$ cat src/rtl/committed_store_buffer.sv
// Committed store buffer: FIFO of architecturally committed stores drained to the d-cache write port
// in cycles not used by loads. Optional store-to-load forwarding is enabled by defining STORE_FWD_EN.
module committed_store_buffer #(
    parameter int SB_DEPTH   = 8,
    parameter int ADDR_WIDTH = 32,
    parameter int DATA_WIDTH = 32
) (
    input  logic                      clk,
    input  logic                      rst,
    input  logic                      cm_valid,
    input  logic [ADDR_WIDTH-1:0]     cm_addr,
    input  logic [DATA_WIDTH-1:0]     cm_data,
    output logic                      cm_ready,
    input  logic                      ld_req_valid,
    input  logic [ADDR_WIDTH-1:0]     ld_addr,
    output logic                      ld_conflict,
    output logic                      ld_fwd_valid,
    output logic [DATA_WIDTH-1:0]     ld_fwd_data,
    input  logic                      drain_req,
    input  logic                      cache_stall,
    output logic                      cache_wr_valid,
    output logic [ADDR_WIDTH-1:0]     cache_wr_addr,
    output logic [DATA_WIDTH-1:0]     cache_wr_data,
    output logic                      sb_empty,
    output logic [$clog2(SB_DEPTH):0] sb_count
);

    localparam int PW = $clog2(SB_DEPTH);

    logic [ADDR_WIDTH-1:0] addr_mem_r [SB_DEPTH];
    logic [DATA_WIDTH-1:0] data_mem_r [SB_DEPTH];
    logic [SB_DEPTH-1:0]   valid_r;
    logic [PW:0]           wr_ptr_r;
    logic [PW:0]           rd_ptr_r;
    logic                  cache_wr_valid_r;
    logic [ADDR_WIDTH-1:0] cache_wr_addr_r;
    logic [DATA_WIDTH-1:0] cache_wr_data_r;

    logic          full_s;
    logic          empty_s;
    logic          push_s;
    logic          issue_s;
    logic          conflict_any_s;
    logic [PW-1:0] rd_idx_s;
    logic [PW-1:0] wr_idx_s;

    assign rd_idx_s = rd_ptr_r[PW-1:0];
    assign wr_idx_s = wr_ptr_r[PW-1:0];
    assign full_s   = (wr_ptr_r[PW-1:0] == rd_ptr_r[PW-1:0]) && (wr_ptr_r[PW] != rd_ptr_r[PW]);
    assign empty_s  = (wr_ptr_r == rd_ptr_r);
    // A full buffer refuses commits even while it pops, so the ROB never sees a same-cycle refill.
    assign push_s   = cm_valid & ~full_s;
    // Loads own the cache port unless a fence/halt asks for drain or the buffer is full.
    assign issue_s  = ~cache_stall & ~empty_s & (~ld_req_valid | drain_req | full_s);

    // Entry storage and pointers: push writes the tail, issue retires the head.
    always_ff @(posedge clk or posedge rst) begin
        if (rst) begin
            for (int i = 0; i < SB_DEPTH; i++) begin
                addr_mem_r[i] <= {ADDR_WIDTH{1'b0}};
                data_mem_r[i] <= {DATA_WIDTH{1'b0}};
            end
            valid_r  <= {SB_DEPTH{1'b0}};
            wr_ptr_r <= {(PW+1){1'b0}};
            rd_ptr_r <= {(PW+1){1'b0}};
        end else begin
            if (issue_s) begin
                valid_r[rd_idx_s] <= 1'b0;
                rd_ptr_r          <= rd_ptr_r + {{PW{1'b0}}, 1'b1};
            end
            if (push_s) begin
                addr_mem_r[wr_idx_s] <= cm_addr;
                data_mem_r[wr_idx_s] <= cm_data;
                valid_r[wr_idx_s]    <= 1'b1;
                wr_ptr_r             <= wr_ptr_r + {{PW{1'b0}}, 1'b1};
            end
        end
    end

    // Registered d-cache write request; a stalled cache stage freezes it entirely.
    always_ff @(posedge clk or posedge rst) begin
        if (rst) begin
            cache_wr_valid_r <= 1'b0;
            cache_wr_addr_r  <= {ADDR_WIDTH{1'b0}};
            cache_wr_data_r  <= {DATA_WIDTH{1'b0}};
        end else if (!cache_stall) begin
            if (issue_s) begin
                cache_wr_valid_r <= 1'b1;
                cache_wr_addr_r  <= addr_mem_r[rd_idx_s];
                cache_wr_data_r  <= data_mem_r[rd_idx_s];
            end else begin
                cache_wr_valid_r <= 1'b0;
            end
        end
    end

    // Address match against every buffered entry and the in-flight write.
    always_comb begin
        conflict_any_s = cache_wr_valid_r & (cache_wr_addr_r == ld_addr);
        for (int i = 0; i < SB_DEPTH; i++) begin
            conflict_any_s = conflict_any_s | (valid_r[i] & (addr_mem_r[i] == ld_addr));
        end
    end

    assign ld_conflict    = ld_req_valid & conflict_any_s;
    assign cm_ready       = ~full_s;
    assign sb_empty       = empty_s & ~cache_wr_valid_r;
    assign sb_count       = wr_ptr_r - rd_ptr_r;
    assign cache_wr_valid = cache_wr_valid_r;
    assign cache_wr_addr  = cache_wr_addr_r;
    assign cache_wr_data  = cache_wr_data_r;

`ifdef STORE_FWD_EN
    logic                  fwd_hit_s;
    logic [DATA_WIDTH-1:0] fwd_data_s;
    logic [PW-1:0]         age_idx_s;
    logic                  age_match_s;

    // Walk entries oldest to youngest from the head so the last match is the youngest store.
    always_comb begin
        fwd_hit_s   = cache_wr_valid_r & (cache_wr_addr_r == ld_addr);
        fwd_data_s  = fwd_hit_s ? cache_wr_data_r : {DATA_WIDTH{1'b0}};
        age_idx_s   = rd_idx_s;
        age_match_s = 1'b0;
        for (int i = 0; i < SB_DEPTH; i++) begin
            age_idx_s   = rd_idx_s + PW'(i);
            age_match_s = valid_r[age_idx_s] & (addr_mem_r[age_idx_s] == ld_addr);
            fwd_data_s  = age_match_s ? data_mem_r[age_idx_s] : fwd_data_s;
            fwd_hit_s   = fwd_hit_s | age_match_s;
        end
    end

    assign ld_fwd_valid = ld_req_valid & fwd_hit_s;
    assign ld_fwd_data  = (ld_req_valid & fwd_hit_s) ? fwd_data_s : {DATA_WIDTH{1'b0}};
`else
    assign ld_fwd_valid = 1'b0;
    assign ld_fwd_data  = {DATA_WIDTH{1'b0}};
`endif

endmodule

$ cat config.mk
export PLATFORM = sky130hd
export DESIGN_NAME = committed_store_buffer
export DESIGN_NICKNAME = d
export VERILOG_FILES = /design/src/rtl/committed_store_buffer.sv
export SDC_FILE = /design/constraint.sdc
export NUM_CORES = 1
export LEC_CHECK = 0
export CAP_MARGIN = 5
export CORE_ASPECT_RATIO = 0.7
export CORE_MARGIN = 1.5
export CORE_UTILIZATION = 40
export CTS_BUF_LIST = sky130_fd_sc_hd__clkbuf_8
export CTS_CLUSTER_DIAMETER = 50
export DETAILED_ROUTE_END_ITERATION = 12
export PLACE_DENSITY = 0.6
export SLEW_MARGIN = 25
export SYNTH_ARGS = -nofsm -noshare
export SYNTH_HDL_FRONTEND = slang
export SYNTH_SLANG_ARGS = --single-unit
$ cat constraint.sdc
create_clock -name clk -period 20.8 [get_ports clk]
set_clock_uncertainty 0.1 [all_clocks]
set_input_delay 4.16 -clock clk [delete_from_list [all_inputs] [get_ports clk]]
set_output_delay 4.16 -clock clk [all_outputs]
set_load 0.02 [all_outputs]
==> results.ini <==
[layout]
fill_cells=6492
multiInputGateArea_um2=13760
synthToLayoutAreaGrowth_pct=14.96
instances_no_fill=3349
nets=2400
seq_area_um2=14850
layout-drive-gt1-share_pct=34.74

[worst_setup_path]
startpoint=ld_addr[0]
end_kind=output port
crit_end=ld_conflict
crit_path_max_fanout=10
worstRegToRegCells=9
startpoint_type=primary input
reg2reg_to=data_mem_r[39]$_DFFE_PP0P_
timing.rr.start=rd_ptr_r[1]$_DFFE_PP0P_
path_class=primary input to output port
r2r_slack_ns=16.23
crit_required_ns=16.54
arrival_ns=7.87

[synth]
synthTopCellsByArea=dfrtp_1 (50%), mux2_2 (17%), mux4_2 (9.8%)
synth_top_area_share_pct=50.29
synth.area.mux_share_pct=29.97
synth_cell_types=40
yosys_warnings=0
synth_area_um2=29510
synth_most_common_cell=dfrtp_1
synth_compound_area_share_pct=1.874
yosysTopAreaCell=dfrtp_1
yosysSeqAreaShare_pct=50.29
yosys.area_share.simple_pct=5.088
synth-edff-count=0
synth_seq_cells=593
syn-instance-count=2141
synth_flop_cell=dfrtp_1
syn_area_per_cell_um2=13.78
synthAdderAreaFrac_pct=0.2799
synth_xor_area_share_pct=8.722
synth_commonest_cells=dfrtp_1 (593), mux2_2 (455), xor2_1 (150)
synthArstFlopShare_pct=100.0
synth_top_family_by_area=multiplexers

[clocking]
clk_pin_slew_ns=0.06
cts_root_buf=clkbuf_8
cts_resized=0
cts_buffers=97
ctsHoldBuffers=0
clockBufferDepth=3
clock-sinks=593
insertion_delay_ns=0.74
postCtsSetupRepairBufs=0
htree_num_levels=3
cts_tree=done

[sta]
fin_crit_sh_pct=58.29
setup_viol=0
final-hold-violation-count=0
final.setup.tns_ns=0
max_freq_ghz=0.08247
rsz0062_at_grt=false
worst_pin_slew_ns=1.064
timing.hold.ws_ns=0.3842
finalWorstSetupSlack_ns=8.675
relSlewSlack_pct=29.10
fin_crit_ns=12.13
drv_slew=0

[pwr]
swShare_pct=38.54
clockPowerShare_pct=17.9
internal_power_uw=3661
p_per_area_nw_per_um2=175.6
p_leak_uw=0.01414
ir_drop_mv=0.08582
p_switching_uw=2296
seqPwrFrac_pct=39.1
combPwrFrac_pct=43.0

[detailed_routing]
dr.pass1.iters=5
via_per_inst=5.652
drt_iter0_drc=1655
ant_nets=0
vias=18930
wirelength_mm=95.26
wl_per_cell_um=28.44
drc=0

[global_routing]
track_usage_pct=25.48
grt_max_degree=82
grt-ovfl-total=0
grt_first_pass_wirelength_mm=140.0
antenna_found_initial=17
grt_pass1_vias=19342

[placement]
place_congestion=1.010
pre_cts_slack_ns=8.879
dp.cells=3168
hpwlAfterDp_mm=62.92
io_buffers=173

[die]
start_util_pct=40.36
fp.dieW_um=327.6
chipHeight_um=230.2
core_area_um2=73110
num_rows=83
dieArea_um2=75440
io_pins=207

[flow_run]
drv_cap=0

[min_path]
whs_path_depth=1
hp-class=register to register

[run_status]
status=finished, final reports clean

[per-layer routing]
metal,GRT usage (%),part of all wire [%],vias up
met5,0,0.14,-
met4,5.411,1.6,20
met3,7.816,9.5,128
met2,35.47,42,719
met1,38.62,47,10114
li1,-,-,7949
[critical path, stage by stage]
cell and delay (ns):
clkdlybuf4s50_1 0.69, xnor2_1 0.80, nand4_1 0.33, nor4_1 0.53
nand4_1 0.22, o22ai_1 0.24, o41a_1 0.24, clkdlybuf4s50_1 0.64
[sequential cells by signal, summed over array words and instances (netlist names)]
name            flops
wr_ptr_r            4
cache_wr_valid      1
cache_wr_addr      32
cache_wr_data      32
data_mem_r        256
rd_ptr_r            4
valid_r             8
addr_mem_r        256
[per-stage QoR]
stage | utilization (%) | total power, uW | area, um2
global route | 46.39 | 6252 | 33920
floorplan | - | 3925 | 29630
CTS | 46.31 | 5967 | 33860
global placement | 43.50 | 4809 | 31800
finish | 46.40 | 5957 | 33920
detailed placement | 43.53 | 4879 | 31830
[area by class of cell]
type | instances | share of cell area (%)
Sequential cell | 593 | 43.78
Multi-Input combinational cell | 1387 | 40.57
Timing Repair Buffer | 200 | 5.891
Clock buffer | 127 | 5.153
Tap cell | 977 | 3.604
Clock inverter | 49 | 0.8262
Inverter | 13 | 0.1549
Antenna cell | 3 | 0.02213
[cell usage in the layout, fill, tap and decap left out, drive strengths merged, types with 2 or more instances in the layout]
master and instances:
dfrtp 593, mux2 513, clkdlybuf4s50 173, xor2 151
nand2 148, xnor2 142, mux4 128, clkbuf 127
nor2 69, a31oi 64, inv 46, nand4 40
nor4 39, conb 33, buf 27, nand3 15
nor3 11, clkinv 10, o21ai 8, ha 5
clkinvlp 4, diode 3, a21o 3, o22ai 3
a21oi 3, o31ai 2, or3 2, bufinv 2
nand2b 2
[how the worst min path moves through the flow]
stage                                      from                     endpoint  slack [ns]
CTS                  data_mem_r[11]$_DFFE_PP0P_   data_mem_r[11]$_DFFE_PP0P_        0.39
detailed placement   data_mem_r[11]$_DFFE_PP0P_   data_mem_r[11]$_DFFE_PP0P_        0.38
global route        data_mem_r[168]$_DFFE_PP0P_  data_mem_r[168]$_DFFE_PP0P_        0.41
global placement     data_mem_r[10]$_DFFE_PP0P_   data_mem_r[10]$_DFFE_PP0P_        0.37
floorplan                  valid_r[7]$_DFF_PP0_         valid_r[7]$_DFF_PP0_        0.35
finish               data_mem_r[11]$_DFFE_PP0P_   data_mem_r[11]$_DFFE_PP0P_        0.38
[power by group through the flow]
stage               Sequential (uW)  Combinational [uW]  Clock [uW]
floorplan                      2150                1780           0
global placement               2300                2510           0
detailed placement             2330                2550           0
CTS                            2320                2560        1090
global route                   2390                2710        1150
finish                         2330                2560        1070
[cell families after synthesis]
group                      Yosys count
AOI/OAI and AO/OA                   86
xor gates and xnor gates           293
adders and majority gates            6
buffers and inverters              193
DFF                                593
muxes                              641
other                                1
and+or+nand+nor                    328
Power figures use the tool's default switching activity.
